File: src/rtl/attract_screen.sv
// Attract-mode grid generator: random tile, sweep, cascade or blank, rewritten every FRAME_DELAY vsyncs.
// Optional macro ATTRACT_RETRY_CAP_EN bounds mode-0 resampling to RETRY_MAX rejected samples.
module attract_screen #(
    parameter int GRID_CELLS  = 16,
    parameter int CELL_BITS   = 4,
    parameter int FRAME_DELAY = 30,
    parameter int TILE_VALUE  = 11,
    parameter int LFSR_W      = 4,
    parameter int RETRY_MAX   = 8
) (
    input  logic                            clk,
    input  logic                            rst_n,
    input  logic                            enable,
    input  logic [1:0]                      mode,
    input  logic                            vsync_rising_edge,
    input  logic [LFSR_W-1:0]               lfsr_out,
    output logic [GRID_CELLS*CELL_BITS-1:0] grid,
    output logic                            update_pulse
);
    localparam int GW = GRID_CELLS * CELL_BITS;
    localparam int RW = (RETRY_MAX < 2) ? 1 : $clog2(RETRY_MAX + 1);
    localparam logic [7:0]           FD    = 8'(FRAME_DELAY);
    localparam logic [LFSR_W:0]      CELLS = (LFSR_W + 1)'(GRID_CELLS);
    localparam logic [LFSR_W-1:0]    LAST  = LFSR_W'(GRID_CELLS - 1);
    localparam logic [CELL_BITS-1:0] TILE  = CELL_BITS'(TILE_VALUE);
    localparam logic [RW-1:0]        RMAX  = RW'(RETRY_MAX);
`ifdef ATTRACT_RETRY_CAP_EN
    localparam bit CAP_EN = 1'b1;
`else
    localparam bit CAP_EN = 1'b0;
`endif

    typedef enum logic [1:0] {S_IDLE, S_UPDATE, S_WAIT} state_t;

    state_t            r_state, w_state_nxt;
    logic [7:0]        r_cnt, w_cnt_nxt;
    logic [LFSR_W-1:0] r_pos, w_pos_nxt, w_pos_inc, w_pos_new;
    logic [3:0]        r_phase, w_phase_nxt;
    logic [1:0]        r_mode, w_mode_nxt;
    logic [GW-1:0]     r_grid, w_grid_nxt, w_cascade;
    logic              r_pulse, w_pulse_nxt;
    logic [RW-1:0]     r_rej, w_rej_nxt;
    logic              w_changed, w_in_range, w_accept, w_force, w_done;

    // A mode switch relaxes the "must move" rule so the first random tile may land on the old pos.
    assign w_changed  = (mode != r_mode);
    assign w_in_range = ({1'b0, lfsr_out} < CELLS);
    assign w_accept   = w_in_range && (w_changed || (lfsr_out != r_pos));
    assign w_force    = CAP_EN && !w_accept && (r_rej == RMAX);
    assign w_done     = (r_state == S_UPDATE) && ((mode != 2'd0) || w_accept || w_force);
    assign w_pos_inc  = (r_pos == LAST) ? '0 : r_pos + 1'b1;

    always_comb begin
        w_cascade = '0;
        for (int i = 0; i < GRID_CELLS; i++) begin
            w_cascade[i*CELL_BITS +: CELL_BITS] = CELL_BITS'((i + int'(r_phase)) % 11 + 1);
        end
    end

    always_ff @(posedge clk or negedge rst_n) begin
        if (!rst_n) begin
            r_state <= S_IDLE;
        end else begin
            r_state <= w_state_nxt;
        end
    end

    always_comb begin
        w_state_nxt = r_state;
        if (!enable) begin
            w_state_nxt = S_IDLE;
        end else begin
            case (r_state)
                S_IDLE:   w_state_nxt = S_UPDATE;
                S_UPDATE: if (w_done) w_state_nxt = S_WAIT;
                S_WAIT:   if (r_cnt == FD) w_state_nxt = S_UPDATE;
                default:  w_state_nxt = S_IDLE;
            endcase
        end
    end

    always_comb begin
        w_grid_nxt  = r_grid;
        w_pulse_nxt = 1'b0;
        w_cnt_nxt   = r_cnt;
        w_pos_nxt   = r_pos;
        w_phase_nxt = r_phase;
        w_mode_nxt  = r_mode;
        w_rej_nxt   = r_rej;
        w_pos_new   = '0;
        if (!enable) begin
            w_grid_nxt = '0;
            w_cnt_nxt  = FD;
            w_rej_nxt  = '0;
        end else begin
            case (r_state)
                S_IDLE: begin
                    w_grid_nxt = '0;
                    w_cnt_nxt  = FD;
                end
                S_WAIT: begin
                    if (vsync_rising_edge && (r_cnt < FD)) w_cnt_nxt = r_cnt + 8'd1;
                end
                S_UPDATE: begin
                    if (w_done) begin
                        w_pulse_nxt = 1'b1;
                        w_cnt_nxt   = '0;
                        w_mode_nxt  = mode;
                        w_rej_nxt   = '0;
                        w_grid_nxt  = '0;
                        case (mode)
                            2'd0: begin
                                w_pos_new  = w_accept ? lfsr_out : w_pos_inc;
                                w_pos_nxt  = w_pos_new;
                                w_grid_nxt[int'(w_pos_new)*CELL_BITS +: CELL_BITS] = TILE;
                            end
                            2'd1: begin
                                w_pos_new  = w_changed ? '0 : w_pos_inc;
                                w_pos_nxt  = w_pos_new;
                                w_grid_nxt[int'(w_pos_new)*CELL_BITS +: CELL_BITS] = TILE;
                            end
                            2'd2: begin
                                w_grid_nxt  = w_cascade;
                                w_phase_nxt = (r_phase == 4'd10) ? 4'd0 : r_phase + 4'd1;
                            end
                            default: w_grid_nxt = '0;
                        endcase
                    end else if (CAP_EN) begin
                        w_rej_nxt = r_rej + 1'b1;
                    end
                end
                default: w_grid_nxt = '0;
            endcase
        end
    end

    always_ff @(posedge clk or negedge rst_n) begin
        if (!rst_n) begin
            r_grid  <= '0;
            r_pulse <= 1'b0;
            r_cnt   <= FD;
            r_pos   <= '0;
            r_phase <= '0;
            r_mode  <= '0;
            r_rej   <= '0;
        end else begin
            r_grid  <= w_grid_nxt;
            r_pulse <= w_pulse_nxt;
            r_cnt   <= w_cnt_nxt;
            r_pos   <= w_pos_nxt;
            r_phase <= w_phase_nxt;
            r_mode  <= w_mode_nxt;
            r_rej   <= w_rej_nxt;
        end
    end

    assign grid         = r_grid;
    assign update_pulse = r_pulse;
endmodule
File: config.mk
export PLATFORM = sky130hd
export DESIGN_NAME = attract_screen
export DESIGN_NICKNAME = d
export VERILOG_FILES = /design/src/rtl/attract_screen.sv
export SDC_FILE = /design/constraint.sdc
export NUM_CORES = 1
export LEC_CHECK = 0
export ABC_AREA = 0
export CAP_MARGIN = 40
export CORE_MARGIN = 1.5
export CORE_UTILIZATION = 55
export CTS_BUF_LIST = sky130_fd_sc_hd__clkbuf_8
export CTS_CLUSTER_DIAMETER = 80
export DETAILED_ROUTE_END_ITERATION = 12
export DONT_BUFFER_PORTS = 1
export PLACE_DENSITY_LB_ADDON = 0.15
export SLEW_MARGIN = 10
export SYNTH_ARGS = -nofsm -noshare
export SYNTH_HDL_FRONTEND = slang
export SYNTH_SLANG_ARGS = --single-unit
File: constraint.sdc
create_clock -name clk -period 6 [get_ports clk]
set_input_delay 1.2 -clock clk [delete_from_list [all_inputs] [get_ports clk]]
set_output_delay 1.2 -clock clk [all_outputs]
set_load 0.02 [all_outputs]
==> flow_metrics.tcl, run 1 <==
set metrics [dict create \
    status "complete, no violations" \
    placeableCoreArea_um2 16000 \
    globalRoute.busiestLayer "met2" \
    wire_per_inst_um 19.0 \
    min_path_type "in -> async" \
    finalCriticalPeriod_ns 4.50 \
    start_util_pct 56.7 \
    start_kind "flip-flop" \
    yosysSeqAreaShare_pct 23.5 \
    whs_ns 0.510 \
    die_w_um 131 \
    totalWireLength_mm 25.1 \
    async_flop_share_pct 100 \
    clock-sinks 85 \
    synth_cell_types 99 \
    gr-usage-met1_pct 39.4 \
    area_growth_syn_to_layout_pct 4.07 \
    vias 8422 \
    grt_pass1_wl_mm 40.6 \
    cp-end-kind "flip-flop" \
    clk_pin_slew_ns 0.10 \
    overflow 0 \
    finalCritPeriodShare_pct 75.0 \
    setup_ws_ns 1.50 \
    finalClockSkew_ns 0.0180 \
    tns_ns 0 \
    fmax_ghz 0.222 \
    rrSetupSlack_ns 1.50 \
    dieArea_um2 17300 \
    peakVddDrop_mv 0.384 \
    cts_resized 0 \
    rows 46 \
    route.detailed.drc 0 \
    ys_seq_elements 85 \
    fin_nets 1184 \
    final_max_slew_viol_count 0 \
    cts_tree "yes" \
    drive_gt1_share_pct 8.09 \
    crit_path_max_fanout 24 \
    gp_congestion 0.910 \
    grt_use_met2_pct 46.6 \
    cts_buffers 9 \
    grt.total_usage_pct 28.6 \
    cp.required_ns 6.24 \
    yosys_warnings 0 \
    n_fill_cell 1515 \
    grt_start_max_net_pins 86 \
    detail_route.vias_per_cell 6.40 \
    slew-limit-headroom_pct 48.1 \
    grt_pass1_vias 7686 \
    worst_pin_slew_ns 0.778 \
    ioPinCount 75 \
    synth_nets 1220 \
    pre_cts_ws_ns 1.53 \
    criticalPathCategory "reg -> reg" \
    grtUsageMet3_pct 4.90 \
    synth_top_cell_by_area "dfrtp_1" \
    setup-violations-final 0 \
    clockBufferDepth 2 \
    post_cts_buffers 0 \
    final-hold-violation-count 0 \
    ys.flop_type "dfrtp_1" \
    root_buffer "clkbuf_8" \
    drt_iter0_drc 723 \
    antenna_found_initial 0 \
    rsz0062_at_grt "no" \
    synth-edff-count 0 \
    synth_top_area_share_pct 22.3 \
    n_antenna_cell 0 \
    drt_pre_antenna_iters 5 \
    ant_nets 0 \
    htreeDepth 3 \
    clock_latency_ns 0.38 \
    syn_area_um2 9080 \
    synthCells 1131 \
    numPortBuffers 0 \
    synth.area.top_cells "dfrtp_1, ha_1, nand2_1" \
    max-cap-violations 0 \
    p_per_area_nw_per_um2 679 \
    worstPathArrival_ns 4.74 \
    ctsHoldBuffers 0 \
    syn_avg_cell_area_um2 8.03 \
    dp_hpwl_mm 18.7 \
    fp.dieH_um 131 \
    p_leak_nw 4.06 \
]
==> final timing paths <==
check | depth (start not counted) | to | start
max | 15 | grid[53] | r_phase[1]
min | 0 | grid[15] | rst_n
min reg2reg | 2 | r_cnt[7] | r_cnt[7]
max reg2reg | 15 | grid[53] | r_phase[1]
max in group asynchronous | 0 | r_cnt[2] | rst_n
min in group clk | 2 | r_cnt[7] | r_cnt[7]
==> cell type report <==
cell class / instances / area (µm²) / area share (%)
clock buffer: 9 / 124 / 1.31
sequential: 85 / 2130 / 22.6
tap: 216 / 270 / 2.86
inverter: 59 / 221 / 2.34
clock inverter: 7 / 105 / 1.11
timing repair buffer: 15 / 133 / 1.40
multi-input combinational: 925 / 6460 / 68.4
==> registers in the layout (all words and copies together), names as in the netlist <==
| register | flops |
|---|---|
| grid | 64 |
| r_cnt | 8 |
| r_phase | 4 |
| r_pos | 4 |
| r_mode | 2 |
| r_state | 2 |
| update_pulse | 1 |
==> synthesized netlist by cell type, types with 6 or more instances <==
library cell / instances
buf_1: 12
or2_2: 6
nand2b_1: 21
xor2_1: 14
ha_1: 78
a22oi_1: 17
inv_1: 54
nand3_1: 23
o21ai_0: 76
nand3b_1: 10
a31oi_1: 14
dfrtp_1: 81
o21a_1: 14
a32oi_1: 8
nand2_1: 124
clkbuf_1: 35
nor3_1: 18
or3_1: 8
and2_1: 10
o31ai_1: 7
nor2_1: 77
mux2_2: 13
mux2i_1: 13
o21ai_1: 23
o211ai_1: 13
xnor2_1: 50
a21oi_1: 61
a21o_1: 18
and3_1: 13
buf_2: 11
a211o_1: 10
nor2b_1: 17
a221o_1: 17
a211oi_1: 8
o22ai_1: 15
a22o_1: 12
==> critical path, stage by stage, from the launching register on <==
cell,delay [ns]
dfrtp_1,0.35
buf_4,0.28
clkinv_1,0.14
ha_1,0.54
ha_1,0.41
nor2b_1,0.08
mux2_2,0.31
and3_1,0.18
or3_1,0.40
ha_1,0.28
o41ai_1,0.52
o31ai_4,0.11
mux2_2,0.29
ha_1,0.29
a21oi_1,0.11
o21ai_0,0.08
==> per-stage QoR <==
step                      cell area (µm²)  cells  total power, mW  util (%)
after floorplan                      9080   1131             4.75         -
after global placement               9180   1298             5.83      57.4
after detailed placement             9220   1300             5.88      57.6
after CTS                            9450   1316             6.39      59.0
after global routing                 9450   1316             7.02      59.0
final                                9450   1316             6.42      59.0
==> cell usage in the layout, fill, tap and decap left out, types with 14 or more instances in the layout <==
master	count
a21oi_1	61
xor2_1	14
inv_1	54
nand2b_1	21
o21ai_1	23
nor2_1	77
a31oi_1	14
o22ai_1	15
dfrtp_1	80
nor3_1	18
nor2b_1	17
a221o_1	17
ha_1	78
a21o_1	18
a22oi_1	17
nand3_1	23
xnor2_1	50
nand2_1	124
o21ai_0	76
==> per-layer routing <==
metal,vias to the layer above,part of all wire (%)
met4,0,1.6
met5,-,0
met1,4048,46
met2,268,46
li1,4082,-
met3,24,6.0
==> cell families after synthesis <==
family                     Yosys count  synth area share [%]
xor gates and xnor gates            71                  7.55
DFF                                 85                  23.5
and+or+nand+nor                    361                  19.6
muxes                               28                  3.29
AOI/OAI and AO/OA                  383                  29.4
buffers and inverters              121                  5.36
adders and majority gates           82                  11.3
==> where the power goes <==
part | internal, mW | leakage (nW) | switching [mW]
clock network | 0.241 | 0.112 | 0.232
registers | 0.672 | 1.15 | 0.157
logic | 2.04 | 2.79 | 3.08
total | 2.95 | 4.06 | 3.47
No activity file was read; power rests on OpenSTA's default activity.
==> run 2: changes to the inputs <==
clock period = 4.4 ns   (was 6 ns; I/O delays follow)
==> run 2 against run 1 <==
Effect of this change:
- first-iteration DRC count is 30% lower
- utilization up 1.1 points
- largest power group unchanged
- clock power up 39%
- critical path depth unchanged
- global-route usage grew 1.2 points
- via count up 1.1%
- maximum frequency rose by 11%
- highest routed layer unchanged
- clock-buffer cell count stayed put
- clock skew fell by 0.0038 ns
- final area increased by 1.9%
- critical endpoint unchanged
==> flow_metrics.tcl, run 2 (same netlist as run 1, synthesis figures left out) <==
set metrics [dict create \
    detail_route.vias_per_cell 6.37 \
    worstPathArrival_ns 4.28 \
    final_max_slew_viol_count 0 \
    cp_top_family "adder cells" \
    layout_common_cells "nand2_1, dfrtp_1, nor2_1" \
    gp_congestion 0.915 \
    fin_nets 1205 \
    cp.required_ns 4.65 \
    area_growth_syn_to_layout_pct 6.05 \
    die_w_um 131 \
    clock-sinks 85 \
    cp-end-kind "flip-flop" \
    finalCritPeriodShare_pct 91.7 \
    clock_latency_ns 0.39 \
    min_path_type "in -> async" \
    vias 8518 \
    cts_tree "yes" \
    finalClockSkew_ns 0.0142 \
    largest_register_ff_count 64 \
    crit_path_max_fanout 11 \
    r2r_cells 15 \
    ioPinCount 75 \
    totalWireLength_mm 25.5 \
    drive_gt1_share_pct 10.3 \
    cp_cell_sequence "clkinvlp_4 -> ha_4 -> ha_1 -> nor2_1 -> mux2_2 -> a211oi_1 -> or3_1 -> ha_1 -> nor3_1 -> mux2_2 -> o31ai_4 -> mux2_2 -> ha_1 -> a21oi_1 -> o21ai_0" \
    p_per_area_nw_per_um2 936 \
    peakVddDrop_mv 0.469 \
    clk_pin_slew_ns 0.10 \
    dieArea_um2 17300 \
    slew-limit-headroom_pct 53.7 \
    setup-violations-final 0 \
    slowest_delay_ns 0.50 \
    critPathLaunch "r_phase[1]" \
    rsz0062_at_grt "no" \
    tns_ns 0 \
    final-hold-violation-count 0 \
    finalCriticalPeriod_ns 4.04 \
    start_util_pct 56.7 \
    placeableCoreArea_um2 16000 \
    reg2reg_from "r_phase[1]" \
    ant_nets 0 \
    grt_start_max_net_pins 86 \
    rows 46 \
    r2r-end "grid[53]" \
    rrSetupSlack_ns 0.36 \
    ctsHoldBuffers 0 \
    status "complete, no violations" \
    fmax_ghz 0.248 \
    p_total_mw 9.01 \
    cts_buffers 9 \
    htreeDepth 3 \
    dp_hpwl_mm 19.1 \
    grt_pass1_vias 7935 \
    drt_pre_antenna_iters 6 \
    route.detailed.drc 0 \
    wire_per_inst_um 19.1 \
    p_leak_nw 4.16 \
    grt.total_usage_pct 29.8 \
    criticalPathCategory "reg -> reg" \
    grt_pass1_wl_mm 41.9 \
    start_kind "flip-flop" \
    numPortBuffers 0 \
    crit_buf_inv 1 \
    drt_iter0_drc 508 \
    max-cap-violations 0 \
    clockBufferDepth 2 \
    whs_ns 0.169 \
    n_antenna_cell 0 \
    fp.dieH_um 131 \
    antenna_found_initial 0 \
    worst_pin_slew_ns 0.692 \
    layout_commonest_cell "nand2_1" \
    root_buffer "clkbuf_8" \
    critical-path-slowest-cell "dfrtp_1" \
    overflow 0 \
]
==> run 2: cell type report <==
class,count,area [µm²]
fill,1516,6370
timing repair buffer,36,283
tap,216,270
clock buffer,9,124
inverter,59,225
multi-input combinational,925,6490
sequential,85,2130
clock inverter,7,104
==> run 2: worst max path at each step <==
stage,end,slack [ns],cells after the start
6_report,grid[53],0.36,15
2_1_floorplan,grid[53],0.02,19
4_1_cts,grid[61],0.18,16
3_5_place_dp,grid[53],0.18,15
3_3_place_gp,grid[53],0.30,15
5_1_grt,grid[53],0.09,15
==> run 2: power by group <==
group / switching (mW) / internal (mW) / leakage [nW]
combinational: 4.26 / 2.96 / 2.90
clock: 0.331 / 0.328 / 0.108
sequential: 0.225 / 0.916 / 1.15
==> run 2: timing repair <==
action	CTS	global route
resized for setup	0	3
buffers inserted	0	2
setup endpoints to repair	0	4
endpoints found under the hold margin	0	0
==> run 2: per-stage QoR <==
stage	instances	instance area [µm²]	worst slack, ns	utilization [%]
final	1337	9630	0.364	60.2
after global routing	1337	9630	0.0861	60.2
after CTS	1335	9600	0.181	60.0
after detailed placement	1319	9370	0.183	58.6
after global placement	1318	9370	0.301	58.5
after floorplan	1131	9100	0.0220	-
==> run 2: layer usage <==
layer / up-vias / part of all wire, % / track usage (%) / routed length (µm)
met5: - / 0 / 0 / 0
met3: 25 / 5.8 / 5.32 / 1490
li1: 4140 / - / - / -
met1: 4093 / 47 / 41.5 / 11900
met4: 0 / 1.5 / 6.73 / 375
met2: 260 / 46 / 48.2 / 11700
==> run 2: worst reg2reg max path, stage by stage, from the launching register on <==
cell and delay, ns:
dfrtp_1 0.50, clkinvlp_4 0.23, ha_4 0.42, ha_1 0.22, nor2_1 0.04, mux2_2 0.30, a211oi_1 0.25, or3_1 0.18
ha_1 0.27, nor3_1 0.08, mux2_2 0.29, o31ai_4 0.28, mux2_2 0.37, ha_1 0.29, a21oi_1 0.11, o21ai_0 0.08
==> run 3: changes to the inputs <==
CORE_ASPECT_RATIO = 1.75   (was default)
SLEW_MARGIN = default   (was 10)
==> run 3 against run 2 <==
Effect of this change:
- routed wire length up 6.2%
- die area increased by 0.18%
- cell count down 1.3%
- sequential share of layout area is essentially flat
- worst setup slack worse by 0.074 ns
- global-route usage is 2.3 points higher
- critical path depth decreased by 1
- first-iteration DRC count is 45% higher
- non-clock buffer count up 6
- hold slack gained 0.021 ns
- utilization is 1.0 points lower
- clock-buffer cell count unchanged
==> flow_metrics.tcl, run 3 (same netlist as run 1, synthesis figures left out) <==
set metrics [dict create \
    htreeDepth 3 \
    totalWireLength_mm 27.1 \
    dp_hpwl_mm 20.7 \
    finalCritPeriodShare_pct 93.4 \
    rsz0062_at_grt "no" \
    drt_pre_antenna_iters 5 \
    gr-usage-met1_pct 37.5 \
    placeableCoreArea_um2 16300 \
    reg2reg_from "r_phase[2]" \
    grt.total_usage_pct 32.1 \
    crit_path_max_fanout 11 \
    finalClockSkew_ns 0.0120 \
    largest_register_ff_count 64 \
    final_max_slew_viol_count 0 \
    clock_latency_ns 0.38 \
    antenna_found_initial 0 \
    min_path_type "in -> async" \
    rows 62 \
    cp-end-kind "flip-flop" \
    fmax_ghz 0.243 \
    detail_route.vias_per_cell 6.62 \
    max-cap-violations 0 \
    worstPathArrival_ns 4.35 \
    tns_ns 0 \
    fp.dieH_um 173 \
    critPathLaunch "r_phase[2]" \
    clockBufferDepth 2 \
    ctsHoldBuffers 0 \
    grt_use_met2_pct 55.6 \
    area_growth_syn_to_layout_pct 6.09 \
    slowest_delay_ns 0.44 \
    setup-violations-final 0 \
    critical-path-slowest-cell "dfrtp_1" \
    vias 8738 \
    grtUsageMet3_pct 4.45 \
    cp_cell_sequence "inv_1 -> ha_1 -> a21oi_1 -> mux2_2 -> a211oi_1 -> or3_1 -> ha_1 -> nor2_1 -> mux2_2 -> o31ai_4 -> mux2_2 -> ha_1 -> a21oi_1 -> o21ai_0" \
    cp.required_ns 4.64 \
    criticalPathCategory "reg -> reg" \
    post_cts_buffers 0 \
    ant_nets 0 \
    clk_pin_slew_ns 0.09 \
    finalCriticalPeriod_ns 4.11 \
    start_kind "flip-flop" \
    crit_buf_inv 1 \
    root_buffer "clkbuf_8" \
    final-hold-violation-count 0 \
    grt_start_max_net_pins 86 \
    cp_top_family "multiplexers" \
    grt_pass1_wl_mm 44.2 \
    start_util_pct 55.7 \
    numPortBuffers 0 \
    drive_gt1_share_pct 10.4 \
    worst_pin_slew_ns 0.757 \
    ioPinCount 75 \
    die_w_um 100 \
    wire_per_inst_um 20.5 \
    rrSetupSlack_ns 0.29 \
    cts_tree "yes" \
    grt_pass1_vias 8572 \
    clock-sinks 85 \
    layout_common_cells "nand2_1, dfrtp_1, nor2_1, ha_1, o21ai_0" \
    layout_commonest_cell "nand2_1" \
    cts_resized 0 \
    route.detailed.drc 0 \
    cts_buffers 9 \
    slew-limit-headroom_pct 49.4 \
    drt_iter0_drc 738 \
    globalRoute.busiestLayer "met2" \
    dieArea_um2 17300 \
    status "complete, no violations" \
    fin_nets 1211 \
    overflow 0 \
    gp_congestion 0.926 \
    n_antenna_cell 0 \
]
==> run 3: layer usage <==
metal  vias to the layer above  share of wire (%)
met5                         -                  0
met4                         0                5.2
met3                        89                4.4
met2                       275                 51
met1                      4235                 39
li1                       4139                  -
==> run 3: stage by stage <==
stage | hold slack (ns) | std cells | utilization (%) | worst slack [ns] | area [µm²]
floorplan | 0.463 | 1131 | - | 0.0220 | 9100
global placement | 0.480 | 1303 | 57.6 | 0.452 | 9390
detailed placement | 0.487 | 1303 | 57.6 | 0.328 | 9390
CTS | 0.170 | 1319 | 59.1 | 0.325 | 9630
global route | 0.168 | 1319 | 59.1 | 0.0345 | 9630
finish | 0.189 | 1319 | 59.1 | 0.290 | 9630
==> run 3: final cells by class <==
cell class | count | area [µm²]
Clock inverter | 7 | 116
Timing Repair Buffer | 42 | 315
Multi-Input combinational cell | 925 | 6480
Clock buffer | 9 | 124
Sequential cell | 85 | 2130
Tap cell | 192 | 240
Fill cell | 1464 | 6660
Inverter | 59 | 221
==> run 3: path summary, 6_finish.rpt <==
kind / depth (start not counted) / endpoint
min in group clk: 2 / r_cnt[7]
worst min register to register: 2 / r_cnt[7]
worst max-delay path: 14 / grid[53]
worst max register to register: 14 / grid[53]
max in group asynchronous: 0 / r_cnt[3]
worst min-delay path: 0 / grid[62]
Power of run 3 is left out: the tool's default activity adds up to more than one toggle a clock period on the data nets, which glitch-free logic cannot reach.
